$ cat src/rtl/fifo_flags.sv
// Single-clock FIFO with registered status flags, programmable almost-full/almost-empty
// thresholds, sticky overflow/underflow flags and normal or showahead read data.
module fifo_flags #(
   parameter int    AWIDTH       = 8,
   parameter int    DWIDTH       = 8,
   parameter string SHOWAHEAD    = "OFF",
   parameter int    ALMOST_FULL  = 2**AWIDTH - 2,
   parameter int    ALMOST_EMPTY = 1
) (
   input  logic              clk_i,
   input  logic              rst_n_i,
   input  logic [DWIDTH-1:0] data_i,
   input  logic              wrreq_i,
   input  logic              rdreq_i,
   input  logic              clr_err_i,
   output logic [DWIDTH-1:0] q_o,
   output logic              empty_o,
   output logic              full_o,
   output logic              almost_empty_o,
   output logic              almost_full_o,
   output logic [AWIDTH:0]   usedw_o,
   output logic              overflow_o,
   output logic              underflow_o
);

   localparam int DEPTH = 2**AWIDTH;
   localparam bit SHOW  = (SHOWAHEAD == "ON");

   localparam logic [AWIDTH:0]   FULL_LVL = {1'b1, {AWIDTH{1'b0}}};
   localparam logic [AWIDTH:0]   AF_LVL   = ALMOST_FULL[AWIDTH:0];
   localparam logic [AWIDTH:0]   AE_LVL   = ALMOST_EMPTY[AWIDTH:0];
   localparam logic [AWIDTH:0]   CNT_ONE  = {{AWIDTH{1'b0}}, 1'b1};
   localparam logic [AWIDTH-1:0] PTR_ONE  = {{(AWIDTH-1){1'b0}}, 1'b1};

   if (ALMOST_FULL < 1 || ALMOST_FULL > DEPTH) begin : g_bad_almost_full
      $fatal(1, "fifo_flags: ALMOST_FULL must lie in 1..DEPTH");
   end
   if (ALMOST_EMPTY < 0 || ALMOST_EMPTY > DEPTH - 1) begin : g_bad_almost_empty
      $fatal(1, "fifo_flags: ALMOST_EMPTY must lie in 0..DEPTH-1");
   end
   if (SHOWAHEAD != "ON" && SHOWAHEAD != "OFF") begin : g_bad_showahead
      $fatal(1, "fifo_flags: SHOWAHEAD must be \"ON\" or \"OFF\"");
   end

   logic [DWIDTH-1:0] mem [DEPTH];
   logic [AWIDTH-1:0] wr_ptr;
   logic [AWIDTH-1:0] rd_ptr;
   logic [AWIDTH-1:0] rd_ptr_inc;
   logic [AWIDTH:0]   count_nxt;
   logic [DWIDTH-1:0] q_nxt;
   logic              rd_acc;
   logic              wr_acc;

   // A full FIFO may still take a write when the same edge pops a word.
   always_comb begin
      rd_acc     = rdreq_i & ~empty_o;
      wr_acc     = wrreq_i & (~full_o | rd_acc);
      rd_ptr_inc = rd_ptr + PTR_ONE;
      count_nxt  = usedw_o;
      if (wr_acc && !rd_acc) begin
         count_nxt = usedw_o + CNT_ONE;
      end else if (rd_acc && !wr_acc) begin
         count_nxt = usedw_o - CNT_ONE;
      end
   end

   // Showahead keeps q_o on the head word: after a pop it is the next stored word,
   // or the word being written this edge when the FIFO held only one word.
   always_comb begin
      q_nxt = q_o;
      if (SHOW) begin
         if (rd_acc) begin
            if (usedw_o == CNT_ONE) begin
               if (wr_acc) begin
                  q_nxt = data_i;
               end
            end else begin
               q_nxt = mem[rd_ptr_inc];
            end
         end else if (empty_o && wr_acc) begin
            q_nxt = data_i;
         end
      end else if (rd_acc) begin
         q_nxt = mem[rd_ptr];
      end
   end

   // NOTE: the storage array has no reset; only pointers and the count define validity.
   always_ff @(posedge clk_i) begin
      if (wr_acc) begin
         mem[wr_ptr] <= data_i;
      end
   end

   always_ff @(posedge clk_i or negedge rst_n_i) begin
      if (!rst_n_i) begin
         wr_ptr         <= '0;
         rd_ptr         <= '0;
         usedw_o        <= '0;
         empty_o        <= 1'b1;
         full_o         <= 1'b0;
         almost_empty_o <= 1'b1;
         almost_full_o  <= 1'b0;
         q_o            <= '0;
         overflow_o     <= 1'b0;
         underflow_o    <= 1'b0;
      end else begin
         if (wr_acc) begin
            wr_ptr <= wr_ptr + PTR_ONE;
         end
         if (rd_acc) begin
            rd_ptr <= rd_ptr_inc;
         end
         usedw_o        <= count_nxt;
         empty_o        <= (count_nxt == '0);
         full_o         <= (count_nxt == FULL_LVL);
         almost_empty_o <= (count_nxt <= AE_LVL);
         almost_full_o  <= (count_nxt >= AF_LVL);
         q_o            <= q_nxt;
         // A fresh rejection outranks a coincident clear.
         overflow_o     <= (wrreq_i & ~wr_acc) | (overflow_o & ~clr_err_i);
         underflow_o    <= (rdreq_i & ~rd_acc) | (underflow_o & ~clr_err_i);
      end
   end

endmodule

$ cat config.mk
export PLATFORM = sky130hd
export DESIGN_NAME = fifo_flags
export DESIGN_NICKNAME = d
export VERILOG_FILES = /design/src/rtl/fifo_flags.sv
export SDC_FILE = /design/constraint.sdc
export NUM_CORES = 2
export LEC_CHECK = 0
export ABC_AREA = 1
export ABC_CLOCK_PERIOD_IN_PS = 3090
export CORE_MARGIN = 4
export CORE_UTILIZATION = 50
export CTS_BUF_LIST = sky130_fd_sc_hd__clkbuf_8
export CTS_CLUSTER_SIZE = 8
export DETAILED_ROUTE_END_ITERATION = 12
export PLACE_DENSITY = 0.65
export SLEW_MARGIN = 40
export SYNTH_ARGS = -nofsm -noshare
export SYNTH_HDL_FRONTEND = slang
export SYNTH_SLANG_ARGS = --single-unit
$ cat constraint.sdc
create_clock -name clk_i -period 3.09 [get_ports clk_i]
set_input_delay 0.618 -clock clk_i [delete_from_list [all_inputs] [get_ports clk_i]]
set_output_delay 0.618 -clock clk_i [all_outputs]
set_load 0.03 [all_outputs]
Yosys cells after proc, flatten, opt, wreduce, memory -nomap -nowiden

Memory sizes are Yosys's and may differ from the RTL's. A register that Yosys moved wholly into a read port is not among the register bits.
Cells that the tools add are included.

Bits in registers: 31
Output and inout bits: 23
Bits in writable memories: 2048
Bits of input ports: 13
Memories kept: 1

Equal/unequal tests: 1
Add/sub/neg operators: 4
$lt $le $gt $ge: 2
Mux-type cells: 4
Reductions and logical operators: 6
Bitwise operators: 14

Memory list:

| name | words | width | rd ports | clocked after memory_dff | wr ports | line | source |
|---|---|---|---|---|---|---|---|
| mem  | 256   | 8     | 1        | 1                        | 1        | 45   | `logic [DWIDTH-1:0] mem [DEPTH];` |

Operator list:

| kind                  | count |
|---|---|
| $mux W9               | 2 |
| $add A8 B1 Y8 const B | 2 |
| $add A9 B1 Y9 const B | 1 |
| $eq A9 B9 Y1 const B  | 1 |
| $ge A9 B8 Y1 const B  | 1 |
| $le A9 B1 Y1 const B  | 1 |
| $logic_not A9 Y1      | 1 |
| $sub A9 B1 Y9 const B | 1 |
| $and A1 B1 Y1         | 6 |
| $not A1 Y1            | 5 |
| $logic_not A1 Y1      | 3 |
| $or A1 B1 Y1          | 3 |
| $logic_and A1 B1 Y1   | 2 |
| $mux W1               | 2 |

Logic depth before layout (Yosys ltp)

Depth in word-level cells: 9
Mapped depth: 16
Depth with buffers taken out: 13

Least setup slack after synthesis

OpenSTA, ideal clock, no wires.

Path kind: in2reg
Start point: in rdreq_i
End point: mem mem[103][0] (enable)
Setup slack: 0.694 ns
Data required time: 2.720 ns
Arrival time: 2.026 ns
Setup time: 0.370 ns
Stages on the path: 7
Path through: nand2_2 -> a21oi_4 -> inv_1 -> nor2_2 -> nand3_1 -> clkbuf_1 -> nor2_1

Cells in the longest elaborated chain, start to end: 5

RTL lines:

| what                          | line | source |
|---|---|---|
| start, declared               | 14   | `input logic rdreq_i,` |
| $and A1 B1 Y1                 | 56   | `rd_acc = rdreq_i & ~empty_o;` |
| $or A1 B1 Y1                  | 57   | `wr_acc = wrreq_i & (~full_o \| rd_acc);` |
| $and A1 B1 Y1                 | 57   |  |
| $mux W1                       | 90   | `if (wr_acc) begin` |
| $mux W1 (not written as such) | 91   | `mem[wr_ptr] <= data_i;` |
| end, declared                 | 45   |  |

Every way passes these cells.

Final worst setup path

Start point: reg q_o[1], read port of mem
End point: out q_o[1]

RTL lines:

| what            | line | source |
|---|---|---|
| start, declared | 16   | `output logic [DWIDTH-1:0] q_o,` |

No word-level cell between the ends.

==> results.yml <==
cts:
  cts_tree: "built"
  htree_levels: 5
  clkTransAtPathRegs_ns: 0.06
  holdBufCountCts: 6
  cts_resized: 0
  cts_buffers: 347
  clk_latency_ns: 1.02
  cts_setup_buffers: 0
  cts_buffer_depth: 4
  clock_sinks: 2087
  root_buffer: "clkbuf_8"
final_layout:
  final_nets: 7767
  drive_gt1_frac: 0.1143
  utilization: 0.5701
  syn2layout_area_growth_pct: 13.39
  nFillCells: 13870
min_path:
  hold_path.class: "in2reg"
  min-delay-start: "data_i[2]"
die:
  core_region_area_sq_mm: 0.1693
  rows: 151
  die_area_sq_mm: 0.1769
  io_pins: 36
  start_util: 0.5028
  die_w_microns: 420.6
  die_h_microns: 420.6
timing:
  fmax_mhz: 346.6
  rsz0062_at_grt: "false"
  setup_violations: 0
  layout_setup_ws_ns: 0.2051
  fin_crit_ns: 2.885
  finalCritPeriodShare: 0.9336
  timing.final.max_slew_violations: 0
  worst_pin_slew_ns: 0.8909
  fin_skew_ns: 0.07157
  fin_hold_ws_ns: 0.08981
  final-hold-violation-count: 0
  slew_headroom: 0.4046
  finalSetupTns_ns: 0
worst_setup_path:
  r2r-start: "rd_ptr[1]$_DFFE_PN0P_"
  critPathTopFamily: "buffers and inverters"
  cp_data_arrival_time_ns: 2.27
  startpoint: "q_o[1]$_DFFE_PN0P_"
  crit_fanout: 2
  path_cells: "clkdlybuf4s50_1"
  cp-end-kind: "output port"
  crit_path_top_delay_cell: "clkdlybuf4s50_1"
  crit_buf_inv: 1
  required_ns: 2.47
  path_class: "reg2out"
  start_kind: "flip-flop"
  slowest_delay_ns: 0.74
route:
  route.detailed.drc: 0
  firstDrtPassIters: 6
  routed_wl_microns: 234600
  routedWlPerCell_microns: 23.05
  final_antenna_net_count: 0
  vias_per_cell: 5.691
  drt-initial-drc-count: 6957
  num_vias: 57910
synthesis:
  synth_area_sq_mm: 0.08512
  synth_warnings: 0
  synth_cells: 7338
  ys_seq_area_frac: 0.7340
  synth_cell_types: 39
  postSynthAreaPerCell_sq_um: 11.60
  syn_nets: 7358
  synth_seq_cells: 2087
pwr:
  report.power.total_mw: 82.56
  ir_drop_mv: 0.8289
  p_per_area_mw_per_mm2: 855.4
  power_leakage_nw: 35.84
global_routing:
  antenna_found_initial: 2
  grt_max_degree: 120
  grt_use_total: 0.2643
  overflow: 0
  grt_pass1_vias: 56140
  grt_pass1_wl_microns: 347500
placed_design:
  gp_congestion: 0.9294
  io_buffers: 35
  dp_slack_ns: -0.04206
  detailed_place_hpwl_microns: 141100
job:
  maxCapViolCount: 0
outcome:
  status: "finished clean"
## state kept, by name, indices dropped and copies added, names as in the netlist
register,count
empty_o,1
wr_ptr,8
rd_ptr,8
almost_full_o,1
underflow_o,1
q_o,8
usedw_o,9
full_o,1
mem,2048
overflow_o,1
almost_empty_o,1
## cell usage in the layout (no fill, tap or decap), types with 13 or more instances in the layout
master           synthesis  layout
a21oi_1                225     225
buf_12                   0      85
buf_4                   50     395
clkbuf_8                 0     355
clkdlybuf4s50_1          0      26
clkinv_1                 3      59
clkinv_2                 1      18
dfrtp_1                 37      32
edfxtp_1              2048    2048
inv_1                   39     153
nand2_1               2766    2762
nand3_1               1377    1371
nand4_1                 13      13
nor2_1                 285     285
xor2_1                  15      15
## final timing paths
path | endpoint | slack [ns] | cells past startpoint
min in group asynchronous | wr_ptr[7]$_DFFE_PN0P_ | 0.21 | 2
worst max-delay path | q_o[1] | 0.21 | 1
worst min-delay path | mem[226][2]$_DFFE_PP_ | 0.09 | 1
worst max register to register | q_o[7]$_DFFE_PN0P_ | 0.22 | 11
max in group asynchronous | almost_empty_o$_DFF_PN1_ | 2.12 | 3
worst min register to register | underflow_o$_DFF_PN0_ | 0.52 | 2
## synth_stat cells, drive strengths merged
cell	count	area, sq um
xnor2	1	8.760
ha	7	87.58
edfxtp	2048	61500
clkinv	4	16.26
o21ai	14	70.07
o22ai	1	6.260
nand2	2769	10400
a21boi	6	45.04
nor4	2	12.51
nor2	288	1099
buf	368	1964
dfstp	2	52.55
o211ai	6	45.04
inv	45	173.9
xor2	15	131.4
a21oi	226	1142
dfrtp	37	925.9
nor3b	1	7.510
a31oi	3	18.77
or2	1	6.260
nor3	9	66.32
nand3	1377	6892
clkbuf	93	349.1
a21o	1	7.510
nand4	13	81.33
o21bai	1	7.510
## area by class of cell
class / count / area [sq um] / share of cell area
Timing Repair Buffer: 521 / 5112 / 0.05297
Sequential cell: 2087 / 62490 / 0.6475
Multi-Input combinational cell: 4741 / 20180 / 0.2091
Clock inverter: 199 / 827.0 / 0.008569
Antenna cell: 5 / 12.51 / 0.0001296
Tap cell: 2218 / 2775 / 0.02876
Inverter: 49 / 224.0 / 0.002321
Clock buffer: 355 / 4886 / 0.05063
## per-layer routing
metal	vias to the layer above	part of all wire	GRT usage
met5	-	0	0
met4	0	0.042	0.1116
met3	529	0.10	0.05783
met2	3138	0.45	0.4080
met1	27870	0.40	0.3653
li1	26380	-	-
## stage by stage
step                      instances  instance area (sq um)
final                         10180                  96510
after global routing          10170                  96500
after CTS                     10170                  96500
after detailed placement       9610                  90720
after global placement         9610                  90710
after floorplan                7338                  85120
## logic make-up after synthesis
group,count (synthesis),synth area share
adder cells (fa/ha/maj),7,0.001029
flip-flops,2087,0.7340
AND/OR/NAND/NOR,4460,0.2181
XOR/XNOR,16,0.001646
buffers and inverters,510,0.02941
AO/OA/AOI/OAI,258,0.01577
## power by group
part	switching (mW)	internal, mW	total [mW]	leakage, nW
logic	21.0	8.32	29.3	13.6
clock network	10.4	10.6	21.0	3.35
registers	0.655	31.6	32.3	18.9
total	32.0	50.5	82.6	35.8
Note: power is estimated with default switching activity, not from simulation.
